<file path="src/rtl/clk_freq_meter_pkg.sv">
// Shared definitions for the clock frequency meter: FSM encoding, ARM settle
// length and the helpers that size the result and gate counter.
package clk_freq_meter_pkg;

  typedef enum logic [1:0] {
    ST_IDLE    = 2'd0,
    ST_ARM     = 2'd1,
    ST_MEASURE = 2'd2,
    ST_LATCH   = 2'd3
  } meter_state_e;

  // Cycles spent in ARM so the synchronizer holds settled data before counting.
  localparam int ARM_CYCLES = 3;

  // Width of the reported frequency: transition count scaled by the divider.
  function automatic int result_width(input int count_width, input int div_log2);
    return count_width + div_log2;
  endfunction

  // Width of a counter that must be able to hold values 0..gate_cycles.
  function automatic int gate_width(input int gate_cycles);
    return $clog2(gate_cycles + 1);
  endfunction

endpackage

</file>
<file path="src/rtl/clk_freq_meter_sync_toggle_edge.sv">
// sync_toggle_edge block: two-flop synchronizer for an asynchronous toggle,
// plus a third flop so any transition of the synchronized level produces a
// one-cycle pulse. Synchronous clear returns all three flops to 0. Also used
// for other asynchronous status bits.
module clk_freq_meter_sync_toggle_edge (
  input  logic clk,
  input  logic clear,
  input  logic async_in,
  output logic edge_pulse
);

  // sync_q[0] = s1, sync_q[1] = s2, sync_q[2] = s3
  logic [2:0] sync_q;

  // Shift the async input through the synchronizer and edge-detect flop.
  always_ff @(posedge clk) begin
    // NOTE: non-blocking assignment so each flop samples the value its
    // neighbour held before the edge; blocking here would collapse the chain.
    if (clear) begin
      sync_q <= '0;
    end else begin
      sync_q <= {sync_q[1:0], async_in};
    end
  end

  // Rising and falling transitions of the synchronized level both count.
  assign edge_pulse = sync_q[1] ^ sync_q[2];

endmodule

</file>
<file path="src/rtl/clk_freq_meter.sv">
// Reference-domain frequency meter. Counts transitions of a divided toggle
// from the measured clock domain over a fixed gate window and reports the
// measured-clock cycles per window, with range alarms, a no-clock flag and a
// valid/read handshake for the host.
module clk_freq_meter
  import clk_freq_meter_pkg::*;
#(
  parameter int DIV_LOG2    = 5,
  parameter int GATE_CYCLES = 48000,
  parameter int COUNT_WIDTH = 16,
  parameter int FREQ_MIN    = 0,
  parameter int FREQ_MAX    = 500000
) (
  input  logic                            CLK,
  input  logic                            RESET,
  input  logic                            MEAS_TOGGLE,
  input  logic                            ENABLE,
  input  logic                            RD_EN,
  output logic [COUNT_WIDTH+DIV_LOG2-1:0] FREQ,
  output logic                            VALID,
  output logic                            OVERRUN,
  output logic                            SAT,
  output logic                            NO_CLOCK,
  output logic                            ALARM
);

  localparam int RW = result_width(COUNT_WIDTH, DIV_LOG2);
  localparam int GW = gate_width(GATE_CYCLES);

  // Bounds are compared at result width, so out-of-range values truncate.
  localparam logic [RW-1:0] FREQ_MIN_T = RW'(FREQ_MIN);
  localparam logic [RW-1:0] FREQ_MAX_T = RW'(FREQ_MAX);
  localparam logic [GW-1:0] GATE_LAST  = GW'(GATE_CYCLES - 1);
  localparam logic [1:0]    ARM_LAST   = 2'(ARM_CYCLES - 1);

  meter_state_e           state;
  logic [1:0]             arm_cnt;
  logic [GW-1:0]          gate_cnt;
  logic [COUNT_WIDTH-1:0] trans_cnt;
  logic                   sat_seen;
  logic                   edge_det;

  logic [RW-1:0]          freq_new;
  logic                   no_clock_new;
  logic                   below_min;
  logic                   above_max;
  logic                   alarm_new;

  clk_freq_meter_sync_toggle_edge u_sync (
    .clk        (CLK),
    .clear      (RESET),
    .async_in   (MEAS_TOGGLE),
    .edge_pulse (edge_det)
  );

  // A zero lower bound can never trip, so skip the always-false compare.
  if (FREQ_MIN_T == '0) begin : g_no_min
    assign below_min = 1'b0;
  end else begin : g_min
    assign below_min = (freq_new < FREQ_MIN_T);
  end

  // An all-ones upper bound can never trip either.
  if (FREQ_MAX_T == '1) begin : g_no_max
    assign above_max = 1'b0;
  end else begin : g_max
    assign above_max = (freq_new > FREQ_MAX_T);
  end

  // Result candidate computed from the running count, used in the LATCH cycle.
  always_comb begin
    // NOTE: every always_comb output gets a value on every path; a missed
    // assignment would infer a latch.
    freq_new     = RW'(trans_cnt) << DIV_LOG2;
    no_clock_new = (trans_cnt == '0);
    alarm_new    = no_clock_new | below_min | above_max;
  end

  // Measurement FSM, counters and registered result/handshake outputs.
  always_ff @(posedge CLK) begin
    // NOTE: synchronous reset gives every register here a defined value; a
    // mid-window reset therefore discards the partial count as well.
    if (RESET) begin
      state     <= ST_IDLE;
      arm_cnt   <= '0;
      gate_cnt  <= '0;
      trans_cnt <= '0;
      sat_seen  <= 1'b0;
      FREQ      <= '0;
      VALID     <= 1'b0;
      OVERRUN   <= 1'b0;
      SAT       <= 1'b0;
      NO_CLOCK  <= 1'b0;
      ALARM     <= 1'b0;
    end else begin
      // Host read; a LATCH in the same cycle overrides VALID/OVERRUN below.
      if (RD_EN && VALID) begin
        VALID   <= 1'b0;
        OVERRUN <= 1'b0;
      end

      unique case (state)
        ST_IDLE: begin
          arm_cnt   <= '0;
          gate_cnt  <= '0;
          trans_cnt <= '0;
          sat_seen  <= 1'b0;
          if (ENABLE) begin
            state <= ST_ARM;
          end
        end

        ST_ARM: begin
          if (!ENABLE) begin
            arm_cnt <= '0;
            state   <= ST_IDLE;
          end else if (arm_cnt == ARM_LAST) begin
            arm_cnt   <= '0;
            gate_cnt  <= '0;
            trans_cnt <= '0;
            sat_seen  <= 1'b0;
            state     <= ST_MEASURE;
          end else begin
            arm_cnt <= arm_cnt + 2'd1;
          end
        end

        ST_MEASURE: begin
          if (!ENABLE) begin
            gate_cnt  <= '0;
            trans_cnt <= '0;
            sat_seen  <= 1'b0;
            state     <= ST_IDLE;
          end else begin
            if (edge_det) begin
              if (&trans_cnt) begin
                sat_seen <= 1'b1;
              end else begin
                trans_cnt <= trans_cnt + 1'b1;
              end
            end
            if (gate_cnt == GATE_LAST) begin
              gate_cnt <= '0;
              state    <= ST_LATCH;
            end else begin
              gate_cnt <= gate_cnt + 1'b1;
            end
          end
        end

        ST_LATCH: begin
          FREQ     <= freq_new;
          SAT      <= sat_seen;
          NO_CLOCK <= no_clock_new;
          ALARM    <= alarm_new;
          VALID    <= 1'b1;
          // Overwriting an unread result flags an overrun unless read now.
          OVERRUN  <= VALID && !RD_EN;
          gate_cnt <= '0;
          sat_seen <= 1'b0;
          if (ENABLE) begin
            // The edge seen in this cycle opens the next window.
            trans_cnt <= COUNT_WIDTH'(edge_det);
            state     <= ST_MEASURE;
          end else begin
            trans_cnt <= '0;
            state     <= ST_IDLE;
          end
        end

        default: state <= ST_IDLE;
      endcase
    end
  end

endmodule

</file>
<file path="config.mk">
export PLATFORM = sky130hd
export DESIGN_NAME = clk_freq_meter
export DESIGN_NICKNAME = d
export VERILOG_FILES = /design/src/rtl/clk_freq_meter_pkg.sv /design/src/rtl/clk_freq_meter_sync_toggle_edge.sv /design/src/rtl/clk_freq_meter.sv
export SDC_FILE = /design/constraint.sdc
export NUM_CORES = 1
export LEC_CHECK = 0
export ABC_AREA = 1
export ABC_CLOCK_PERIOD_IN_PS = 1730
export BUFFER_PORTS_ARGS = -buffer_cell sky130_fd_sc_hd__buf_2
export CAP_MARGIN = 15
export CORE_ASPECT_RATIO = 0.6
export CORE_UTILIZATION = 45
export CTS_CLUSTER_DIAMETER = 100
export DETAILED_ROUTE_END_ITERATION = 8
export SLEW_MARGIN = 20
export SYNTH_ARGS = -nofsm -noshare
export SYNTH_HDL_FRONTEND = slang
export SYNTH_SLANG_ARGS = --single-unit
</file>
<file path="constraint.sdc">
create_clock -name CLK -period 1.73 [get_ports CLK]
set_input_delay 0 -clock CLK [delete_from_list [all_inputs] [get_ports CLK]]
set_output_delay 0 -clock CLK [all_outputs]
set_load 0.02 [all_outputs]
</file>
### Yosys cells after proc, flatten, opt, wreduce, memory -nomap -nowiden

Index checks and enable logic that the tools add are counted.

* output and inout bits: 26
* register bits after elaboration: 61
* input port bits: 5
* logic and storage cells: 73

* reductions and logical operators: 13
* equality and inequality tests: 13
* $lt $le $gt $ge: 1
* add/subtract/negate cells: 3
* muxes and demuxes: 29
* bitwise logic cells: 2

Operators by type and width (number)
* $mux W16: 7
* $pmux W16 S4: 1
* $pmux W16 S3: 1
* $add A16 B1 Y16 const B: 2
* $gt A21 B19 Y1 const B: 1
* $eq A16 B16 Y1 const B: 1
* $logic_not A16 Y1: 1
* $mux W2: 8
* $reduce_and A16 Y1: 1
* $ne A3 B3 Y1 const B: 5
* $mux W1: 9
* $pmux W2 S4: 1
* $reduce_and A4 Y1: 2
* $eq A2 B2 Y1 const B: 3
* $ne A2 B2 Y1 const B: 3
* $pmux W2 S2: 1
* $reduce_bool A2 Y1: 2
* $pmux W1 S3: 1
* $reduce_and A3 Y1: 1
* $add A2 B1 Y2 const B: 1
* $eq A2 B1 Y1 const B: 1
* $logic_and A1 B1 Y1: 2
* $logic_not A2 Y1: 1
* $reduce_and A2 Y1: 1
* 4 further kinds: 4

### Longest topological paths before layout

Gate-level depths: netlist of the first run.

* depth in word-level cells: 5
* gate-level depth with buffers: 12

### Cells and area by module

A second synthesis of the first run with hierarchy kept.

* cell total of the unflattened synthesis: 478
* area, all modules: 3208.1 µm²

Modules (own cells, without submodules)
* clk_freq_meter: instances 1, area each 3110.5 µm², cells each 465
* clk_freq_meter_sync_toggle_edge: instances 1, area each 97.6 µm², cells each 13

### Worst setup path after synthesis of the first run

Ideal clock, no wire load.

* path type: register to register
* start point: reg trans_cnt[0]
* end point: reg trans_cnt[0]
* data arrival time: 1.451 ns
* period minus slack after synthesis: 1.569 ns
* path buffers: 1
* slack: 0.161 ns
* cell stages (with the launch flop): 10
* cells stage by stage: dfxtp_1 > ha_1 > nand2_1 > nor2_4 > nand4_4 > nand2_4 > nand2_8 > buf_6 > o21ai_1 > nor2_2

* longest elaborated chain between the ends: 5

RTL lines
* start, declared: line clk_freq_meter.sv:39 `logic [COUNT_WIDTH-1:0] trans_cnt;`
* start signal, assigned: line clk_freq_meter.sv:139 `trans_cnt <= trans_cnt + 1'b1;`
* start signal, assigned: line clk_freq_meter.sv:163 `trans_cnt <= COUNT_WIDTH'(edge_det);`
* $add A16 B1 Y16: line clk_freq_meter.sv:139
* $mux W16: line clk_freq_meter.sv:136 `if (&trans_cnt) begin`
* $mux W16: line clk_freq_meter.sv:135 `if (edge_det) begin`
* $mux W16: line clk_freq_meter.sv:129 `if (!ENABLE) begin`
* $pmux W16 S4: line clk_freq_meter.sv:102 `unique case (state)`

Parallel ways exist; a longest one is shown, timed or not. The select of a mux whose other input is x is not followed.
A chain may end at the register's enable or synchronous reset.

### Final worst setup path of the first run

* start point: reg trans_cnt[1]
* end point: reg trans_cnt[12]

Same word-level chain as after synthesis.

==> results by group, run 1 <==
Power and ir drop
  • Power Dens Cells: 1410 nW/um2
  • Pwr Total: 0.00540 W
  • Leak: 1.66 nW
  • Worst vdd ir: 954 uV

Routing
  • Initial DRT Pass Iterations: 5
  • Total number of vias: 2,994
  • Residual DRC: 0
  • Final WL: 7.83 mm
  • Drt wl/cell: 13.1 um
  • Vias per inst: 5.02
  • DRC violation total after the first TritonRoute iteration: 286
  • Post-DRT Antenna Nets: 0

Synth
  • Async SR Flop Fraction: 0%
  • Synth Instances: 462
  • Most used DFF post-synth: dfxtp_1
  • Post-synth cell types: 38
  • Warnings, synthesis: 0
  • Commonest cells post-synth: 96 x nand2_1, 71 x nor2_1, 61 x dfxtp_1, 48 x inv_1, 34 x nand3_1
  • Number of synthesized register bits: 61
  • Area contributors post-synth: dfxtp_1 38%, nand2_1 11%, nor2_1 8.4%
  • Mapped Avg Cell Area: 6.91 um2
  • Number of synthesized flops with an enable pin: 0
  • Top cell type's share of synthesized area: 38.3%
  • Register area share after synthesis: 38.3%
  • Mapped Area: 3190 um2
  • Most instantiated library cell after synthesis: nand2_1
  • Post-synth top area cell: dfxtp_1

Clock network
  • Clock tree root driver cell: clkbuf_16
  • Sink Count: 61
  • CTS H-Tree Depth: 3
  • CTS tree: yes
  • Max clock buf depth: 2
  • Clock slew at reported path FFs: 50 ps
  • Worst-Skew Late Latency: 330 ps
  • Total CTS buffers: 9

Floorplan
  • Die area: 7440 um2
  • Die W: 111 um
  • Starting Density: 47.2%
  • Die H: 67.2 um
  • Ports: 31
  • Core Rows: 23
  • Core Area: 6760 um2

Cells and area
  • Layout cell share with drive strength beyond 1: 17.9%
  • ANT cells: 0
  • Util after Layout: 56.7%
  • Final nets: 515
  • Post-Layout Cell Count: 596
  • Area Overhead vs Synth: 20.2%

Timing
  • Final hold viol count: 0
  • Worst clock skew: 7.18 ps
  • Achievable frequency: 628 MHz
  • Worst-Margin Slew: 615 ps
  • Post-layout min period: 1590 ps
  • Final setup viols: 0
  • Setup TNS: 0 ps
  • RSZ-0062 raised after global routing: false
  • Final Slew Violations: 0
  • Slew HR: 58.7%
  • Crit share post-route: 92.0%

Global routing
  • Pin count of the biggest net entering global routing: 26
  • GRT overflow: 0
  • Total global-route track usage: 23.0%
  • Initial antenna violation count: 0
  • First-pass GRT wire length: 13.0 mm
  • Vias in the first global route: 2,605

Worst setup path
  • Startpoint Class: flip-flop
  • CP Capture Type: flip-flop
  • Worst EP required: 2000 ps
  • CP max FO: 4
  • Critical Path AT: 1860 ps
  • WS Path Type: flip-flop to flip-flop

Hold path
  • Worst hold-check path type: input pin to flip-flop

Flow run
  • Max-cap violations: 0

Placement
  • Dpl hpwl: 5.94 mm
  • Port buffer count: 25
  • Placed instance count: 576
  • Routability Congestion: 0.863

Run status
  • Status: complete, no violations
==> cells by family (layout without fill, tap and decap cells) <==
kind of cell             count (synthesis)  count (layout)  synth area share (%)
buffers and inverters                   72             115                  10.2
XOR/XNOR                                 6               6                  1.65
flip-flops                              61              61                  38.3
adder cells (fa/ha/maj)                  5               5                  1.96
AO/OA/AOI/OAI                           72              72                  12.4
AND/OR/NAND/NOR                        245             245                  35.3
other                                    1               5                 0.118
==> flip-flops by register name, summed over array words and instances, names as in the netlist <==
register       count
SAT                1
ALARM              1
trans_cnt         16
arm_cnt            2
sat_seen           1
VALID              1
state              2
FREQ              16
NO_CLOCK           1
OVERRUN            1
gate_cnt          16
u_sync.sync_q      3
==> power by group <==
group          total (W)  switching [W]  internal, W
combinational    0.00169        0.00113     0.000559
sequential       0.00173       0.000137      0.00159
clock            0.00198       0.000613      0.00137
total            0.00540        0.00188      0.00352
==> routing by layer <==
layer / vias to the layer above / wire length, um / global-route usage (%)
met4: 0 / 77 / 7.67
met5: - / 0 / 0
met3: 8 / 522 / 7.00
li1: 1568 / - / -
met2: 95 / 2750 / 29.5
met1: 1323 / 4480 / 35.2
==> cells in the final DEF (no fill, tap or decap), types with 4 or more instances in the layout <==
cell type  Yosys  final
nor2_2         3      4
buf_2          5     25
ha_1           5      5
nor2_1        71     70
a21oi_2        6      6
xnor2_1        4      4
nor3_1        13     12
o21ai_0       28     28
dfxtp_1       61     61
nand2_2        6      5
clkbuf_16      0      9
nand2_4        3      4
nand3_1       34     34
nand4_1       11     11
inv_1         48     48
a21oi_1       30     30
nand2_1       96     96
conb_1         1      5
buf_4          7     20
==> cell type report <==
cell class / count / area [um2]
clock inverters: 3 / 67.6
inverters: 53 / 204
fillers: 654 / 2930
clock buffers: 12 / 267
multi-input cells: 333 / 1670
flip-flops and latches: 61 / 1220
repair buffers: 47 / 295
well taps: 87 / 109
==> critical path: stages (launching register included) <==
cell      delay, ps
dfxtp_1         340
ha_1            170
nand2_1         150
nor2_4          190
buf_4           150
nand2_1          60
nor2_1          160
o211ai_1        120
nand2_1          70
inv_1            40
nor2_1           70
==> worst paths after layout <==
| check | start | to | slack (ps) | cells past startpoint |
|---|---|---|---|---|
| worst max-delay path | trans_cnt[1] | trans_cnt[12] | 140 | 10 |
| worst min-delay path | RESET | VALID | 20 | 2 |
| worst max register to register | trans_cnt[1] | trans_cnt[12] | 140 | 10 |
| worst min register to register | u_sync.sync_q[0] | u_sync.sync_q[1] | 400 | 2 |
==> what timing repair did <==
item                                    in CTS  in global routing
hold buffers                                 2                  0
resized for setup                            0                  3
endpoints found under the hold margin        2                  0
buffers inserted                             0                  3
endpoints found under the setup margin       0                 25
==> per-stage QoR <==
step	worst slack, ps	hold slack, ps	area (um2)
floorplan	161	78.5	3210
global placement	118	203	3440
detailed placement	53.6	208	3440
CTS	60.0	17.2	3800
global route	6.25	25.5	3830
finish	139	22.3	3830
Note: power is estimated with default switching activity, not from simulation.
==> run 2, diff against run 1 <==
--- a/config.mk
+++ b/config.mk
@@ -8,3 +8,3 @@
 export ABC_AREA = 1
-export ABC_CLOCK_PERIOD_IN_PS = 1730
+export ABC_CLOCK_PERIOD_IN_PS = 1700
 export BUFFER_PORTS_ARGS = -buffer_cell sky130_fd_sc_hd__buf_2
@@ -12,5 +12,6 @@
 export CORE_ASPECT_RATIO = 0.6
-export CORE_UTILIZATION = 45
+export CORE_UTILIZATION = 48
 export CTS_CLUSTER_DIAMETER = 100
 export DETAILED_ROUTE_END_ITERATION = 8
+export PLACE_DENSITY = 0.67
 export SLEW_MARGIN = 20
==> constraint.sdc (replaced) <==
create_clock -name CLK -period 1.7 [get_ports CLK]
set_input_delay 0 -clock CLK [delete_from_list [all_inputs] [get_ports CLK]]
set_output_delay 0 -clock CLK [all_outputs]
set_load 0.01 [all_outputs]
==> run 2 against run 1 <==
Die area down 6.1%. Non-clock buffer count fell by 2. Sequential power grew 2%. Count of clock-buffer cells in the layout down 3. Clock skew grew 3.4 ps. Combinational power hardly changed. Cell area fell by 2.9%. Sequential share of layout area rose by 1.1 points. Final cell count is 0.50% lower. Critical path depth shrank 2.
==> results by group, run 2 (synthesis results as in run 1) <==
Timing
  • Crit share post-route: 92.3%
  • RSZ-0062 raised after global routing: false
  • Achievable frequency: 637 MHz
  • Final hold viol count: 0
  • Post-layout min period: 1570 ps
  • Setup TNS: 0 ps
  • Worst clock skew: 10.6 ps
  • Worst-Margin Slew: 567 ps
  • Slew HR: 61.9%
  • Final setup viols: 0
  • Final Slew Violations: 0

Cells and area
  • Regs by FF count: FREQ (16), gate_cnt (16), trans_cnt (16)
  • Final nets: 514
  • ANT cells: 0
  • Area Overhead vs Synth: 16.6%
  • FILL cells: 627
  • Commonest non-fill, non-tap cell in the layout: nand2_1
  • Layout cell share with drive strength beyond 1: 18.9%
  • Most frequent cells in the layout: 94 x nand2_1, 69 x nor2_1, 58 x dfxtp_1, 48 x inv_1, 34 x nand3_1

Flow run
  • Max-cap violations: 0

Power and ir drop
  • Worst vdd ir: 630 uV
  • Switching share of power: 38.4%
  • Cell-internal power: 0.00300 W
  • Leak: 1.61 nW
  • Clock network fraction of design power: 29.7%
  • Pwr Total: 0.00487 W
  • Power Dens Cells: 1310 nW/um2
  • Sequential share of power: 36.3%
  • Combinational power share: 34.1%
  • Switching Power: 0.00187 W

Routing
  • Initial DRT Pass Iterations: 5
  • Total number of vias: 3,096
  • Residual DRC: 0
  • Drt wl/cell: 13.8 um
  • Final WL: 8.20 mm
  • DRC violation total after the first TritonRoute iteration: 339
  • Post-DRT Antenna Nets: 0
  • Vias per inst: 5.22

Worst setup path
  • WS Path Type: flip-flop to flip-flop
  • Crit-path slowest cell: dfxtp_1
  • Delay-heaviest family, CP: simple AND/OR/NAND/NOR gates
  • CP max FO: 7
  • Critical Path AT: 1810 ps
  • Worst EP required: 1940 ps
  • Worst-path cell chain: ha_1, nand2_1, nor2_2, nand2_1, a21oi_2, nand2_2, nand2_4, a21oi_1
  • Most common cell on crit path: nand2_1
  • Critical path buffers and inverters: 0
  • R2R Setup Slk: 130 ps
  • Startpoint Class: flip-flop
  • Crit path largest cell delay: 370 ps
  • CP Capture Type: flip-flop

Floorplan
  • Core Rows: 22
  • Starting Density: 51.1%
  • Die H: 65.2 um
  • Die W: 107 um
  • Core Area: 6250 um2
  • Die area: 6990 um2
  • Ports: 31

Clock network
  • Total CTS buffers: 9
  • Max clock buf depth: 2
  • Worst-Skew Late Latency: 350 ps
  • CTS H-Tree Depth: 3
  • Clock tree root driver cell: clkbuf_8
  • Clock slew at reported path FFs: 70 ps
  • Sink Count: 61
  • CTS tree: yes

Placement
  • Dpl hpwl: 5.91 mm
  • Routability Congestion: 0.861
  • Port buffer count: 25

Global routing
  • Total global-route track usage: 25.2%
  • GRT overflow: 0
  • Initial antenna violation count: 0
  • Pin count of the biggest net entering global routing: 35
  • Vias in the first global route: 2,579
  • First-pass GRT wire length: 13.1 mm

Run status
  • Status: complete, no violations

Hold path
  • Worst hold-check path type: input pin to flip-flop
run 2: power groups by stage:
stage	clock, W	combinational (W)	sequential [W]
2_1_floorplan	0	0.00121	0.00181
3_3_place_gp	0	0.00154	0.00178
3_5_place_dp	0	0.00157	0.00179
4_1_cts	0.00148	0.00159	0.00176
5_1_grt	0.00155	0.00187	0.00180
6_report	0.00144	0.00166	0.00177
run 2: repair_timing:
| item | 4_1_cts | 5_1_grt |
|---|---|---|
| hold buffers | 2 | 0 |
| hold endpoints to repair | 3 | 0 |
| cloned | 0 | 1 |
| resized for setup | 0 | 9 |
| endpoints found under the setup margin | 1 | 28 |
| pin swaps | 1 | 4 |
| buffers inserted | 0 | 5 |
run 2: final timing paths:
| kind | from | endpoint | cells after the start |
|---|---|---|---|
| setup / recovery | gate_cnt[1] | gate_cnt[0] | 8 |
| hold / removal | ENABLE | arm_cnt[1] | 3 |
| setup reg to reg | gate_cnt[1] | gate_cnt[0] | 8 |
| hold reg to reg | u_sync.sync_q[0] | u_sync.sync_q[1] | 2 |
run 2: cell type report:
class	instances	area, um2	share of cell area (%)
clock buffers	9	124	3.33
clock inverters	7	98.8	2.66
inverters	53	204	5.48
multi-input cells	334	1680	45.3
flip-flops and latches	61	1220	32.9
well taps	84	105	2.82
repair buffers	45	280	7.53
run 2: worst register-to-register path: stages, from the launching register on:
cell	delay (ps)
dfxtp_1	370
ha_1	190
nand2_1	90
nor2_2	170
nand2_1	110
a21oi_2	170
nand2_2	130
nand2_4	150
a21oi_1	70
run 2: metrics by stage:
step           area (um2)  util [%]  std cells  setup WS, ps  hold WS (ps)
2_1_floorplan        3210         -        466           131          78.5
4_1_cts              3650      58.5        587          15.3          3.79
6_report             3720      59.6        593           131          18.8
3_5_place_dp         3410      54.6        569          22.6           209
5_1_grt              3720      59.6        593          10.9          28.3
3_3_place_gp         3410      54.6        569           108           205
run 2: metal layers:
| layer | GRT usage (%) | wire [um] | vias to the layer above |
|---|---|---|---|
| li1 | - | - | 1567 |
| met1 | 38.8 | 4360 | 1402 |
| met2 | 31.7 | 2960 | 117 |
| met3 | 8.33 | 798 | 10 |
| met4 | 8.05 | 85 | 0 |
| met5 | 0 | 0 | - |
==> run 3, diff against run 2 <==
REMOVE_ABC_BUFFERS = 1   (was not set)
==> run 3 against run 2 <==
Sequential cell count did not move. Critical path type unchanged. Setup slack worse by 18 ps. Highest routed layer unchanged. Critical path depth unchanged. Sequential power about the same.
==> results by group, run 3 (synthesis results as in run 1) <==
Global routing
  • Total global-route track usage: 24.2%
  • Pin count of the biggest net entering global routing: 38
  • Initial antenna violation count: 0
  • Vias in the first global route: 2,515
  • GR peak layer: met1
  • GRT overflow: 0
  • Met3 Use GR: 8.83%
  • First-pass GRT wire length: 12.6 mm
  • GR met1 Demand/Resource: 36.6%
  • GR Util met2: 30.2%

Worst setup path
  • Delay-heaviest family, CP: simple AND/OR/NAND/NOR gates
  • FF-to-FF path depth: 8
  • WS Path Type: flip-flop to flip-flop
  • Worst-path cell chain: ha_1, nand2_1, nor2_2, nand2_1, a21oi_2, nand2_1, nand2_4, nor2_1
  • Critical path buffers and inverters: 0
  • Crit path largest cell delay: 400 ps
  • Crit-path slowest cell: dfxtp_1
  • CP max FO: 14
  • Most common cell on crit path: nand2_1
  • Worst EP required: 1940 ps
  • CP Capture Type: flip-flop
  • FF-to-FF End: gate_cnt[14]
  • Critical Path AT: 1830 ps
  • FF-to-FF Start: gate_cnt[0]
  • R2R Setup Slk: 110 ps
  • Startpoint Class: flip-flop

Routing
  • Drt wl/cell: 13.1 um
  • Post-DRT Antenna Nets: 0
  • Residual DRC: 0
  • DRC violation total after the first TritonRoute iteration: 266
  • Final WL: 7.75 mm
  • Vias per inst: 5.09
  • Total number of vias: 3,004
  • Initial DRT Pass Iterations: 5

Timing
  • Final hold viol count: 0
  • Final Slew Violations: 0
  • Crit share post-route: 93.4%
  • Setup TNS: 0 ps
  • Slew HR: 59.4%
  • Post-layout min period: 1590 ps
  • RSZ-0062 raised after global routing: false
  • Worst-Margin Slew: 604 ps
  • Final setup viols: 0
  • Final worst setup slack: 112 ps
  • Worst clock skew: 8.16 ps
  • Achievable frequency: 630 MHz

Placement
  • Port buffer count: 25
  • Pre-CTS WS: 24.8 ps
  • Placed instance count: 567
  • Dpl hpwl: 5.62 mm
  • Routability Congestion: 0.892
  • Placement-stage cell area: 3410 um2

Cells and area
  • Fin area: 3710 um2
  • Final nets: 511
  • Regs by FF count: FREQ (16), gate_cnt (16), trans_cnt (16)
  • Layout cell share with drive strength beyond 1: 17.6%
  • Area Overhead vs Synth: 16.4%
  • ANT cells: 0
  • Most frequent cells in the layout: 95 x nand2_1, 68 x nor2_1, 58 x dfxtp_1, 48 x inv_1, 34 x nand3_1
  • Post-Layout Cell Count: 590
  • Commonest non-fill, non-tap cell in the layout: nand2_1

Floorplan
  • Die H: 65.2 um
  • Die area: 6990 um2
  • Starting Density: 51.1%
  • Die W: 107 um
  • Ports: 31
  • Core Rows: 22
  • Core Area: 6250 um2

Power and ir drop
  • Leak: 1.58 nW
  • Combinational power share: 32.8%
  • Switching share of power: 37.3%
  • Pwr Total: 0.00477 W
  • Sequential share of power: 37.8%
  • Power Dens Cells: 1280 nW/um2
  • Cell-internal power: 0.00299 W
  • Switching Power: 0.00178 W
  • Worst vdd ir: 638 uV
  • Clock network fraction of design power: 29.4%

Hold path
  • Min-Delay Path Depth: 2
  • Worst hold-check path type: flip-flop to flip-flop
  • Worst hold endpoint: u_sync.sync_q[1]
  • Hold Crit Start: u_sync.sync_q[0]

Clock network
  • Total CTS buffers: 9
  • CTS tree: yes
  • Worst-Skew Late Latency: 360 ps
  • Max clock buf depth: 2
  • Clock tree root driver cell: clkbuf_8
  • CTS H-Tree Depth: 3
  • Sink Count: 61
  • Clock slew at reported path FFs: 70 ps

Run status
  • Status: complete, no violations

Flow run
  • Max-cap violations: 0
[run 3: cell count changes in the layout (fill, tap and decap cells not counted), sizes merged]
cell	delta
dlygate4sd3	+3
nand2	-1
clkbuf	+3
clkinv	-2
buf	-5
inv	-1
[run 3: tightest hold or removal path, cell delays in order (launching register included)]
cell     delay, ps
dfxtp_1        300
inv_1           40
nor2_1          30
[run 3: final cells by class]
cell class | count | area [um2]
fillers | 614 | 2530
clock inverters | 4 | 72.6
clock buffers | 12 | 135
inverters | 53 | 204
flip-flops and latches | 61 | 1220
repair buffers | 43 | 285
well taps | 84 | 105
multi-input cells | 333 | 1690
[run 3: power groups by stage]
stage / clock network [W] / logic, W / registers, W
3_5_place_dp: 0 / 0.00152 / 0.00182
3_3_place_gp: 0 / 0.00150 / 0.00181
4_1_cts: 0.00144 / 0.00155 / 0.00179
5_1_grt: 0.00151 / 0.00175 / 0.00183
2_1_floorplan: 0 / 0.00104 / 0.00183
6_report: 0.00140 / 0.00157 / 0.00180
[run 3: timing repair]
item | 4_1_cts | 5_1_grt
pin swaps | 0 | 1
cloned | 0 | 0
hold buffers | 5 | 0
endpoints found under the hold margin | 8 | 0
endpoints found under the setup margin | 1 | 29
gates resized for setup | 1 | 10
setup buffers | 0 | 2
[run 3: routing by layer]
metal	vias to the layer above	share of wire [%]
met3	8	9.1
met5	-	0
li1	1558	-
met1	1319	53
met4	0	1.1
met2	119	36
[run 3: per-stage QoR]
step                      hold WS, ps  util, %
after floorplan                  62.4        -
after global placement            204     54.5
after detailed placement          214     54.5
after CTS                         404     58.8
after global routing              425     59.4
final                             401     59.4
[run 3: how the worst max path moves through the flow]
stage / from / end / slack, ps / cells after the start
after floorplan: state[0] / ALARM / 190 / 5
after global placement: trans_cnt[0] / trans_cnt[0] / 90 / 8
after detailed placement: gate_cnt[0] / gate_cnt[14] / 20 / 8
after CTS: trans_cnt[0] / trans_cnt[0] / 20 / 8
after global routing: trans_cnt[0] / trans_cnt[4] / 20 / 9
final: gate_cnt[0] / gate_cnt[14] / 110 / 8
